File: src/rtl/wb_port_arbiter_pkg.sv
// -----------------------------------------------------------------------------
// wb_port_arbiter_pkg
// Shared definitions for the register-file write-port arbiter and the pipeline
// stage registers around it: default data/select widths, arbiter state encoding,
// starvation-counter width and a saturating-increment helper.
// No ports (package).
// -----------------------------------------------------------------------------
package wb_port_arbiter_pkg;

  localparam int unsigned DATA_W_DEF = 32;
  localparam int unsigned SEL_W_DEF  = 5;

  // Wide enough for the largest legal starvation limit (15).
  localparam int unsigned CNT_W = 4;

  typedef enum logic {
    ST_NORMAL = 1'b0,
    ST_DRAIN  = 1'b1
  } arb_state_e;

  // Increment that sticks at lim instead of wrapping.
  function automatic logic [CNT_W-1:0] sat_inc(input logic [CNT_W-1:0] v,
                                               input logic [CNT_W-1:0] lim);
    return (v >= lim) ? lim : v + 1'b1;
  endfunction

endpackage

File: src/rtl/wb_port_arbiter_if.sv
// -----------------------------------------------------------------------------
// wb_port_arbiter_if
// Bundles the three sides of the write-port arbiter:
//   ALU side : alu_data, alu_sel, alu_we  (to arbiter), alu_stall (from arbiter)
//   MCU side : mc_valid, mc_data, mc_sel  (to arbiter), mc_ready  (from arbiter)
//   RF side  : rf_wdata, rf_wsel, rf_we   (from arbiter)
// Modports: slave = the arbiter, master = the pipeline / MCU / register file.
// -----------------------------------------------------------------------------
interface wb_port_arbiter_if
  import wb_port_arbiter_pkg::*;
#(
  parameter int unsigned DATA_W = DATA_W_DEF,
  parameter int unsigned SEL_W  = SEL_W_DEF
) ();

  logic [DATA_W-1:0] alu_data;
  logic [SEL_W-1:0]  alu_sel;
  logic              alu_we;
  logic              alu_stall;

  logic              mc_valid;
  logic [DATA_W-1:0] mc_data;
  logic [SEL_W-1:0]  mc_sel;
  logic              mc_ready;

  logic [DATA_W-1:0] rf_wdata;
  logic [SEL_W-1:0]  rf_wsel;
  logic              rf_we;

  modport slave (
    input  alu_data, alu_sel, alu_we, mc_valid, mc_data, mc_sel,
    output alu_stall, mc_ready, rf_wdata, rf_wsel, rf_we
  );

  modport master (
    output alu_data, alu_sel, alu_we, mc_valid, mc_data, mc_sel,
    input  alu_stall, mc_ready, rf_wdata, rf_wsel, rf_we
  );

endinterface

File: src/rtl/wb_skid_reg.sv
// -----------------------------------------------------------------------------
// wb_skid_reg
// One-entry holding register for a displaced ALU write (data + select + valid).
// Ports:
//   clk, rst_n       clock, asynchronous active-low reset
//   load_i           capture data_i/sel_i and set valid (wins over clear_i)
//   clear_i          drop the held entry
//   data_i, sel_i    entry to capture
//   data_o, sel_o    held entry
//   valid_o          entry present
// -----------------------------------------------------------------------------
module wb_skid_reg
  import wb_port_arbiter_pkg::*;
#(
  parameter int unsigned DATA_W = DATA_W_DEF,
  parameter int unsigned SEL_W  = SEL_W_DEF
) (
  input  logic              clk,
  input  logic              rst_n,
  input  logic              load_i,
  input  logic              clear_i,
  input  logic [DATA_W-1:0] data_i,
  input  logic [SEL_W-1:0]  sel_i,
  output logic [DATA_W-1:0] data_o,
  output logic [SEL_W-1:0]  sel_o,
  output logic              valid_o
);

  logic [DATA_W-1:0] data_q;
  logic [SEL_W-1:0]  sel_q;
  logic              valid_q;

  // NOTE: the payload is reset along with valid; it is a single entry, so this
  // costs nothing and keeps a reset mid-drain from exposing a stale value.
  // NOTE: non-blocking assignments for all state so every flop samples the
  // pre-edge value regardless of statement order.
  always_ff @(posedge clk or negedge rst_n) begin
    if (!rst_n) begin
      data_q  <= '0;
      sel_q   <= '0;
      valid_q <= 1'b0;
    end else if (load_i) begin
      data_q  <= data_i;
      sel_q   <= sel_i;
      valid_q <= 1'b1;
    end else if (clear_i) begin
      valid_q <= 1'b0;
    end
  end

  assign data_o  = data_q;
  assign sel_o   = sel_q;
  assign valid_o = valid_q;

endmodule

File: src/rtl/wb_port_arbiter.sv
// -----------------------------------------------------------------------------
// wb_port_arbiter
// Shares the single register-file write port between the stage-3 ALU result
// (priority) and a multi-cycle unit with a valid/ready handshake. After
// STARVE_LIMIT blocked MCU cycles the MCU is granted by force; a displaced ALU
// write is parked in a skid register and written in the following DRAIN cycle
// while the upstream pipeline is stalled. Writes to register 0 are dropped.
// Ports:
//   clk, rst_n   clock, asynchronous active-low reset
//   bus (slave)  ALU inputs / alu_stall (registered), MCU inputs / mc_ready
//                (combinational), rf_wdata/rf_wsel/rf_we (registered)
// -----------------------------------------------------------------------------
module wb_port_arbiter
  import wb_port_arbiter_pkg::*;
#(
  parameter int unsigned DATA_W       = DATA_W_DEF,
  parameter int unsigned SEL_W        = SEL_W_DEF,
  parameter int unsigned STARVE_LIMIT = 4
) (
  input  logic                clk,
  input  logic                rst_n,
  wb_port_arbiter_if.slave    bus
);

  localparam logic [CNT_W-1:0] LIMIT = CNT_W'(STARVE_LIMIT);

  arb_state_e        state_q;
  logic [CNT_W-1:0]  starve_cnt_q;
  logic [DATA_W-1:0] rf_wdata_q;
  logic [SEL_W-1:0]  rf_wsel_q;
  logic              rf_we_q;
  logic              alu_stall_q;

  logic              force_grant;
  logic              mc_ready;
  logic              skid_load;
  logic              skid_clear;
  logic [DATA_W-1:0] skid_data;
  logic [SEL_W-1:0]  skid_sel;
  logic              skid_valid;

  // NOTE: every signal written here gets a default first so no path leaves it
  // unassigned (which would infer a latch).
  always_comb begin
    force_grant = bus.mc_valid && (starve_cnt_q == LIMIT);
    mc_ready    = 1'b0;
    skid_load   = 1'b0;
    skid_clear  = 1'b0;
    if (state_q == ST_NORMAL) begin
      mc_ready  = !bus.alu_we || force_grant;
      skid_load = force_grant && bus.alu_we;
    end else begin
      // The skid entry is written during DRAIN, so it is released here.
      skid_clear = 1'b1;
    end
  end

  wb_skid_reg #(
    .DATA_W (DATA_W),
    .SEL_W  (SEL_W)
  ) u_skid (
    .clk     (clk),
    .rst_n   (rst_n),
    .load_i  (skid_load),
    .clear_i (skid_clear),
    .data_i  (bus.alu_data),
    .sel_i   (bus.alu_sel),
    .data_o  (skid_data),
    .sel_o   (skid_sel),
    .valid_o (skid_valid)
  );

  always_ff @(posedge clk or negedge rst_n) begin
    if (!rst_n) begin
      state_q      <= ST_NORMAL;
      starve_cnt_q <= '0;
      rf_wdata_q   <= '0;
      rf_wsel_q    <= '0;
      rf_we_q      <= 1'b0;
      alu_stall_q  <= 1'b0;
    end else begin
      case (state_q)
        ST_NORMAL: begin
          alu_stall_q <= 1'b0;
          if (bus.alu_we && !force_grant) begin
            rf_wdata_q <= bus.alu_data;
            rf_wsel_q  <= bus.alu_sel;
            rf_we_q    <= (bus.alu_sel != '0);
            if (bus.mc_valid) starve_cnt_q <= sat_inc(starve_cnt_q, LIMIT);
          end else if (bus.mc_valid) begin
            // MCU transfer: either an ALU gap or a forced grant.
            rf_wdata_q   <= bus.mc_data;
            rf_wsel_q    <= bus.mc_sel;
            rf_we_q      <= (bus.mc_sel != '0);
            starve_cnt_q <= '0;
            if (bus.alu_we) begin
              // The ALU entry went into the skid register this cycle.
              state_q     <= ST_DRAIN;
              alu_stall_q <= 1'b1;
            end
          end else begin
            rf_we_q <= 1'b0;
          end
        end
        ST_DRAIN: begin
          rf_wdata_q  <= skid_data;
          rf_wsel_q   <= skid_sel;
          rf_we_q     <= skid_valid && (skid_sel != '0);
          if (bus.mc_valid) starve_cnt_q <= sat_inc(starve_cnt_q, LIMIT);
          state_q     <= ST_NORMAL;
          alu_stall_q <= 1'b0;
        end
      endcase
    end
  end

  assign bus.mc_ready  = mc_ready;
  assign bus.alu_stall = alu_stall_q;
  assign bus.rf_wdata  = rf_wdata_q;
  assign bus.rf_wsel   = rf_wsel_q;
  assign bus.rf_we     = rf_we_q;

endmodule

File: src/flat_wrapper.sv
// flat-port wrapper written by rule: the top's interface ports become plain ports
module wb_port_arbiter_flat import wb_port_arbiter_pkg::*;
#(
  parameter int unsigned DATA_W       = DATA_W_DEF,
  parameter int unsigned SEL_W        = SEL_W_DEF,
  parameter int unsigned STARVE_LIMIT = 4
)
  (clk, rst_n, bus_alu_data, bus_alu_sel, bus_alu_we, bus_mc_valid, bus_mc_data, bus_mc_sel, bus_alu_stall, bus_mc_ready, bus_rf_wdata, bus_rf_wsel, bus_rf_we);
  wb_port_arbiter_if #(.DATA_W(DATA_W), .SEL_W(SEL_W)) bus_i ();
  input  logic clk;
  input  logic rst_n;
  input wire logic [$bits(bus_i.alu_data)-1:0] bus_alu_data;
  input wire logic [$bits(bus_i.alu_sel)-1:0] bus_alu_sel;
  input wire logic [$bits(bus_i.alu_we)-1:0] bus_alu_we;
  input wire logic [$bits(bus_i.mc_valid)-1:0] bus_mc_valid;
  input wire logic [$bits(bus_i.mc_data)-1:0] bus_mc_data;
  input wire logic [$bits(bus_i.mc_sel)-1:0] bus_mc_sel;
  output wire logic [$bits(bus_i.alu_stall)-1:0] bus_alu_stall;
  output wire logic [$bits(bus_i.mc_ready)-1:0] bus_mc_ready;
  output wire logic [$bits(bus_i.rf_wdata)-1:0] bus_rf_wdata;
  output wire logic [$bits(bus_i.rf_wsel)-1:0] bus_rf_wsel;
  output wire logic [$bits(bus_i.rf_we)-1:0] bus_rf_we;
  assign bus_i.alu_data = bus_alu_data;
  assign bus_i.alu_sel = bus_alu_sel;
  assign bus_i.alu_we = bus_alu_we;
  assign bus_i.mc_valid = bus_mc_valid;
  assign bus_i.mc_data = bus_mc_data;
  assign bus_i.mc_sel = bus_mc_sel;
  assign bus_alu_stall = bus_i.alu_stall;
  assign bus_mc_ready = bus_i.mc_ready;
  assign bus_rf_wdata = bus_i.rf_wdata;
  assign bus_rf_wsel = bus_i.rf_wsel;
  assign bus_rf_we = bus_i.rf_we;
  wb_port_arbiter #(.DATA_W(DATA_W), .SEL_W(SEL_W), .STARVE_LIMIT(STARVE_LIMIT)) u_core (.clk(clk), .rst_n(rst_n), .bus(bus_i));
endmodule
File: config.mk
export PLATFORM = sky130hd
export DESIGN_NAME = wb_port_arbiter_flat
export DESIGN_NICKNAME = d
export VERILOG_FILES = /design/src/rtl/wb_port_arbiter_pkg.sv /design/src/rtl/wb_port_arbiter_if.sv /design/src/rtl/wb_skid_reg.sv /design/src/rtl/wb_port_arbiter.sv /design/src/flat_wrapper.sv
export SDC_FILE = /design/constraint.sdc
export NUM_CORES = 1
export LEC_CHECK = 0
export CAP_MARGIN = 20
export CORE_MARGIN = 8
export CORE_UTILIZATION = 43
export CTS_BUF_LIST = sky130_fd_sc_hd__clkbuf_16
export DETAILED_ROUTE_END_ITERATION = 6
export PLACE_DENSITY = 0.84
export SLEW_MARGIN = 20
export SYNTH_ARGS = -nofsm -noshare
export SYNTH_HDL_FRONTEND = slang
export SYNTH_SLANG_ARGS = --single-unit
File: constraint.sdc
create_clock -name clk -period 1.75 [get_ports clk]
set_clock_uncertainty 0.05 [all_clocks]
set_input_delay 0.525 -clock clk [delete_from_list [all_inputs] [get_ports clk]]
set_output_delay 0.525 -clock clk [all_outputs]
set_load 0.1 [all_outputs]
* Word-level counts from Yosys, hierarchy flattened
Index checks and enable logic that the tools add are counted.
Storage, ports and cells: word-level logic and storage cells 47, register bits after elaboration 81, output and inout bits 40
Operators by class: muxes and demuxes 23, reductions and logical operators 11, equality and inequality tests 2, add/subtract/negate cells 1, magnitude comparators 1, bitwise logic cells 1
Operators by type and width (number):
- $mux W32 | 2
- $pmux W32 S2 | 1
- $mux W4 | 4
- $reduce_bool A5 Y1 | 3
- $mux W1 | 10
- $mux W5 | 2
- $pmux W5 S2 | 1
- $pmux W4 S2 | 1
- $add A4 B1 Y4 const B | 1
- $eq A4 B3 Y1 const B | 1
- $ge A4 B3 Y1 const B | 1
- $logic_and A1 B1 Y1 | 4
- $pmux W1 S2 | 2
- $ne A3 B3 Y1 const B | 1
- $logic_not A1 Y1 | 2
- $reduce_bool A2 Y1 | 1
- $logic_or A1 B1 Y1 | 1
- $not A1 Y1 | 1

* Logic depth before layout (Yosys ltp)
depth in word-level cells 6, depth in mapped cells 7

* By module
A second synthesis with hierarchy kept.
Second synthesis, totals: cells, all modules 323, area total of the unflattened synthesis 3816.2 um^2
By module, submodules not included:
- wb_port_arbiter | cells each 242, sequential area each 1076.0 um^2, area an instance 2327.2 um^2, instances 1
- wb_skid_reg | cells each 81, sequential area each 950.9 um^2, area an instance 1488.9 um^2, instances 1

* Least setup slack after synthesis
OpenSTA, ideal clock, no wires.
path type reg-to-output, start register u_core.state_q, end output port bus_mc_ready, data arrival time 2.778 ns, buffers on the path 2, data required time 1.175 ns, setup slack -1.603 ns, cell stages (with the launch flop) 4, cells stage by stage dfrtp_1 clkbuf_1 clkbuf_1 a21oi_1
Between the ends: longest elaborated chain between the ends 1
RTL lines:
- from (decl) | line wb_port_arbiter.sv:27 | arb_state_e state_q;
- from (signal assigned) | line wb_port_arbiter.sv:75 | state_q <= ST_NORMAL;
- from (signal assigned) | line wb_port_arbiter.sv:98 | state_q <= ST_DRAIN;
- from (signal assigned) | line wb_port_arbiter.sv:110 | state_q <= ST_NORMAL;
- $mux W1 | line wb_port_arbiter.sv:49 | if (state_q == ST_NORMAL) begin
- to (decl) | line flat_wrapper.sv:19 | output wire logic [$bits(bus_i.mc_ready)-1:0] bus_mc_ready;
No other way between the ends.

* Worst setup path after layout
start register u_core.starve_cnt_q[1], end output port bus_mc_ready
Between the ends: longest elaborated chain between the ends 4
RTL lines:
- from (decl) | line wb_port_arbiter.sv:28 | logic [CNT_W-1:0] starve_cnt_q;
- from (signal assigned) | line wb_port_arbiter.sv:89 | if (bus.mc_valid) starve_cnt_q <= sat_inc(starve_cnt_q, LIMIT);
- from (signal assigned) | line wb_port_arbiter.sv:109 | if (bus.mc_valid) starve_cnt_q <= sat_inc(starve_cnt_q, LIMIT);
- $eq A4 B3 Y1 | line wb_port_arbiter.sv:45 | force_grant = bus.mc_valid && (starve_cnt_q == LIMIT);
- $logic_and A1 B1 Y1 | line wb_port_arbiter.sv:45
- $logic_or A1 B1 Y1 | line wb_port_arbiter.sv:50 | mc_ready = !bus.alu_we || force_grant;
- $mux W1 | line wb_port_arbiter.sv:49
No other way between the ends.

==> metrics.json <==
{
  "status": "complete, but fails checks",
  "failed_checks": "negative setup slack",
  "period_needed_ps": 2190,
  "synth_cells": 371,
  "power_per_cell_area_nw_per_um2": 1050,
  "final_cell_mix": "sky130_fd_sc_hd__dfrtp_1 (80), sky130_fd_sc_hd__clkdlybuf4s50_1 (74), sky130_fd_sc_hd__buf_12 (51)",
  "grt_pass1_wl_mm": 23.0,
  "final_nets": 598,
  "worst-slew-pin-transition_ps": 423,
  "grt_start_max_net_pins": 45,
  "filler_cell_count": 549,
  "postRouteAntennaNets": 0,
  "die_h_um": 113,
  "worstPathRequired_ps": 1170,
  "post_synth_num_cell_types": 30,
  "post-synth-top-area-fraction_pct": 50.0,
  "number_of_antenna_violations_at_the_first_check_in_global_routing": 1,
  "timing.final.setup_violations": 78,
  "area.growth.synth_to_final_pct": 72.0,
  "crit_path_cell_trace": "inv_2 > ha_4 > nand4b_4 > buf_6 > a21oi_4 > buf_12",
  "critical-path-top-delay-family": "buffers and inverters",
  "grt_total_ovfl": 0,
  "yosys.area.top_type": "sky130_fd_sc_hd__dfrtp_1",
  "netlist_area_um2": 4060,
  "start_util_pct": 44.1,
  "crit-reg2reg-capture": "u_core.u_skid.sel_o[2]",
  "floorplan.die_area_um2": 12800,
  "routabilityCongestion": 0.823,
  "cts_tree": "yes",
  "syn_area_per_cell_um2": 10.9,
  "worst_hold_path_type": "input pin to asynchronous set/reset pin",
  "rsz0062_at_grt": "true",
  "maxClockFrequency_mhz": 457,
  "drt_wl_total_mm": 16.2,
  "layout.core_utilization_pct": 75.8,
  "worstSetupPathType": "register to output port",
  "numCtsBuffers": 9,
  "worstSetupStartpointType": "register",
  "fraction_of_final_layout_cells_with_drive_strength_greater_than_1_pct": 38.3,
  "diodes": 0,
  "dieWidth_um": 113,
  "first_iter_violations": 320,
  "static-leakage-power_nw": 3.38,
  "placement_rows": 35,
  "drt_drc_violations_left": 0,
  "hpwlAfterDp_mm": 8.88,
  "critical_path_arrival_ps": 1610,
  "clkLatencyLatePin_ps": 330,
  "worstPathBufferInverterCount": 3,
  "timing_hold_violations_final": 0,
  "post_synth_main_area_contributors": "sky130_fd_sc_hd__dfrtp_1 (50%), sky130_fd_sc_hd__o32a_1 (8.9%), sky130_fd_sc_hd__mux2_2 (8.1%)",
  "wl_per_cell_um": 25.6,
  "port-buffer-count": 117,
  "critical_path_depth": 6,
  "cts_hold_bufs": 0,
  "worst_path_largest_cell_delay_ps": 400,
  "cts_max_level": 3,
  "number_of_global_route_vias_before_repair": 4237,
  "worst_r2r_startpoint": "u_core.starve_cnt_q[1]",
  "via_count": 3954,
  "yosysSeqAreaShare_pct": 50.0,
  "detailedRoute.firstPassIterationCount": 5,
  "synth.ff_latch_count": 81,
  "grt_usage_pct": 22.9,
  "critical_path.slowest_cell": "sky130_fd_sc_hd__dfrtp_1",
  "timing.final.crit_share_pct": 125,
  "synth_nets": 451,
  "cp-end-kind": "output port",
  "clock_sinks": 81,
  "drv.max_cap_violation_count": 0,
  "r2r.worst_path.cells": 8,
  "timing.max_slew.rel_slack_pct": 71.7,
  "layout_setup_ws_ps": -438,
  "ir_worst_vdd_uv": 683,
  "synth_warnings": 0,
  "clock_path_buffers": 2,
  "timing_max_transition_violations_final": 0,
  "worst_setup_endpoint": "bus_mc_ready",
  "routed_via_density": 6.25,
  "startpoint": "u_core.starve_cnt_q[1]",
  "layout_commonest_cell": "sky130_fd_sc_hd__dfrtp_1",
  "core-area_um2": 9200,
  "worst-r2r-setup-slack_ps": -370,
  "path_clk_slew_ps": 60,
  "pin_count": 118,
  "root_buffer": "sky130_fd_sc_hd__clkbuf_16",
  "report.power.total_mw": 7.34,
  "worst-path-max-fanout": 2
}
cell usage after synthesis:
cell / count
sky130_fd_sc_hd__dfrtp_1: 81
sky130_fd_sc_hd__a21oi_1: 38
sky130_fd_sc_hd__a21o_1: 36
sky130_fd_sc_hd__and3_1: 36
sky130_fd_sc_hd__nand2_1: 36
sky130_fd_sc_hd__o32a_1: 36
sky130_fd_sc_hd__clkbuf_1: 32
sky130_fd_sc_hd__mux2_2: 29
sky130_fd_sc_hd__mux2_4: 8
sky130_fd_sc_hd__inv_1: 5
sky130_fd_sc_hd__buf_2: 4
sky130_fd_sc_hd__nor2_1: 4
sky130_fd_sc_hd__o21ai_0: 4
sky130_fd_sc_hd__buf_6: 2
sky130_fd_sc_hd__ha_1: 2
sky130_fd_sc_hd__o2111ai_1: 2
sky130_fd_sc_hd__o21a_1: 2
sky130_fd_sc_hd__or4_1: 2
sky130_fd_sc_hd__a21boi_0: 1
sky130_fd_sc_hd__a221oi_1: 1
sky130_fd_sc_hd__a2bb2oi_1: 1
sky130_fd_sc_hd__a311o_1: 1
sky130_fd_sc_hd__and2_0: 1
sky130_fd_sc_hd__buf_4: 1
sky130_fd_sc_hd__nand4b_4: 1
sky130_fd_sc_hd__nor2b_1: 1
sky130_fd_sc_hd__nor3_1: 1
sky130_fd_sc_hd__o32ai_1: 1
sky130_fd_sc_hd__or3b_1: 1
sky130_fd_sc_hd__or4b_2: 1
routing by layer:
metal / vias to the layer above / track usage [%] / share of wire, %
li1: 1690 / - / -
met1: 1993 / 27.2 / 39
met2: 223 / 38.9 / 52
met3: 46 / 4.85 / 6.3
met4: 2 / 10.7 / 3.3
met5: - / 0 / 0.080
logic make-up after synthesis:
| family | count (synthesis) | synth area share, % |
|---|---|---|
| mux | 37 | 11.0 |
| fa+ha+maj | 2 | 0.617 |
| buf+inv | 44 | 4.66 |
| flops | 81 | 50.0 |
| simple gates | 84 | 11.1 |
| compound gates | 123 | 22.6 |
flip-flops by register name, summed over array words and instances, names as in the netlist:
name,cells
u_core.u_skid.sel_o,5
u_core.u_skid.data_o,32
u_core.u_skid.valid_o,1
u_core.starve_cnt_q,4
u_core.bus.rf_wsel,5
u_core.state_q,1
u_core.bus.rf_wdata,32
u_core.bus.rf_we,1
what timing repair did:
action / 4_1_cts / 5_1_grt
gates cloned: 8 / 4
gates resized for setup: 33 / 46
setup buffers: 10 / 5
endpoints found under the setup margin: 78 / 78
pin swaps: 5 / 36
where the power goes:
part | leakage [nW] | internal (mW) | switching [mW] | total [mW]
registers | 1.02 | 2.28 | 0.354 | 2.64
logic | 2.21 | 1.29 | 1.44 | 2.73
clock network | 0.155 | 1.22 | 0.743 | 1.97
total | 3.38 | 4.80 | 2.54 | 7.34
through the flow:
stage	cell area, um2	setup WS, ps	hold WS (ps)	std cells	setup TNS (ps)
floorplan	4120	-426	179	371	-5380
global placement	5890	-180	434	591	-8600
detailed placement	5890	-241	448	591	-10650
CTS	6620	-402	129	624	-15030
global route	6970	-458	132	633	-23900
finish	6970	-438	116	633	-21820
worst min path at each step:
stage,from,end
floorplan,rst_n,u_core.bus.rf_wdata[0]
global placement,u_core.u_skid.data_o[0],u_core.bus.rf_wdata[0]
detailed placement,u_core.u_skid.data_o[2],u_core.u_skid.data_o[2]
CTS,rst_n,u_core.bus.rf_wdata[20]
global route,rst_n,u_core.bus.rf_wdata[20]
finish,rst_n,u_core.bus.rf_wdata[20]
final cells by class:
cell class,count,area [um2],area share [%]
Timing Repair Buffer,175,2390,34.3
Tap cell,111,139,1.99
Inverter,5,18.8,0.269
Clock buffer,9,225,3.23
Multi-Input combinational cell,246,2090,30.0
Sequential cell,81,2030,29.1
Clock inverter,6,76.3,1.09
worst reg2reg max path: cells and delay by family (launching register included):
family,cells,cell delay (ps)
AND/OR/NAND/NOR,2,550
multiplexers,1,300
adder cells (fa/ha/maj),1,150
flip-flops,1,400
buffers and inverters,4,540
No activity file was read; power rests on OpenSTA's default activity.
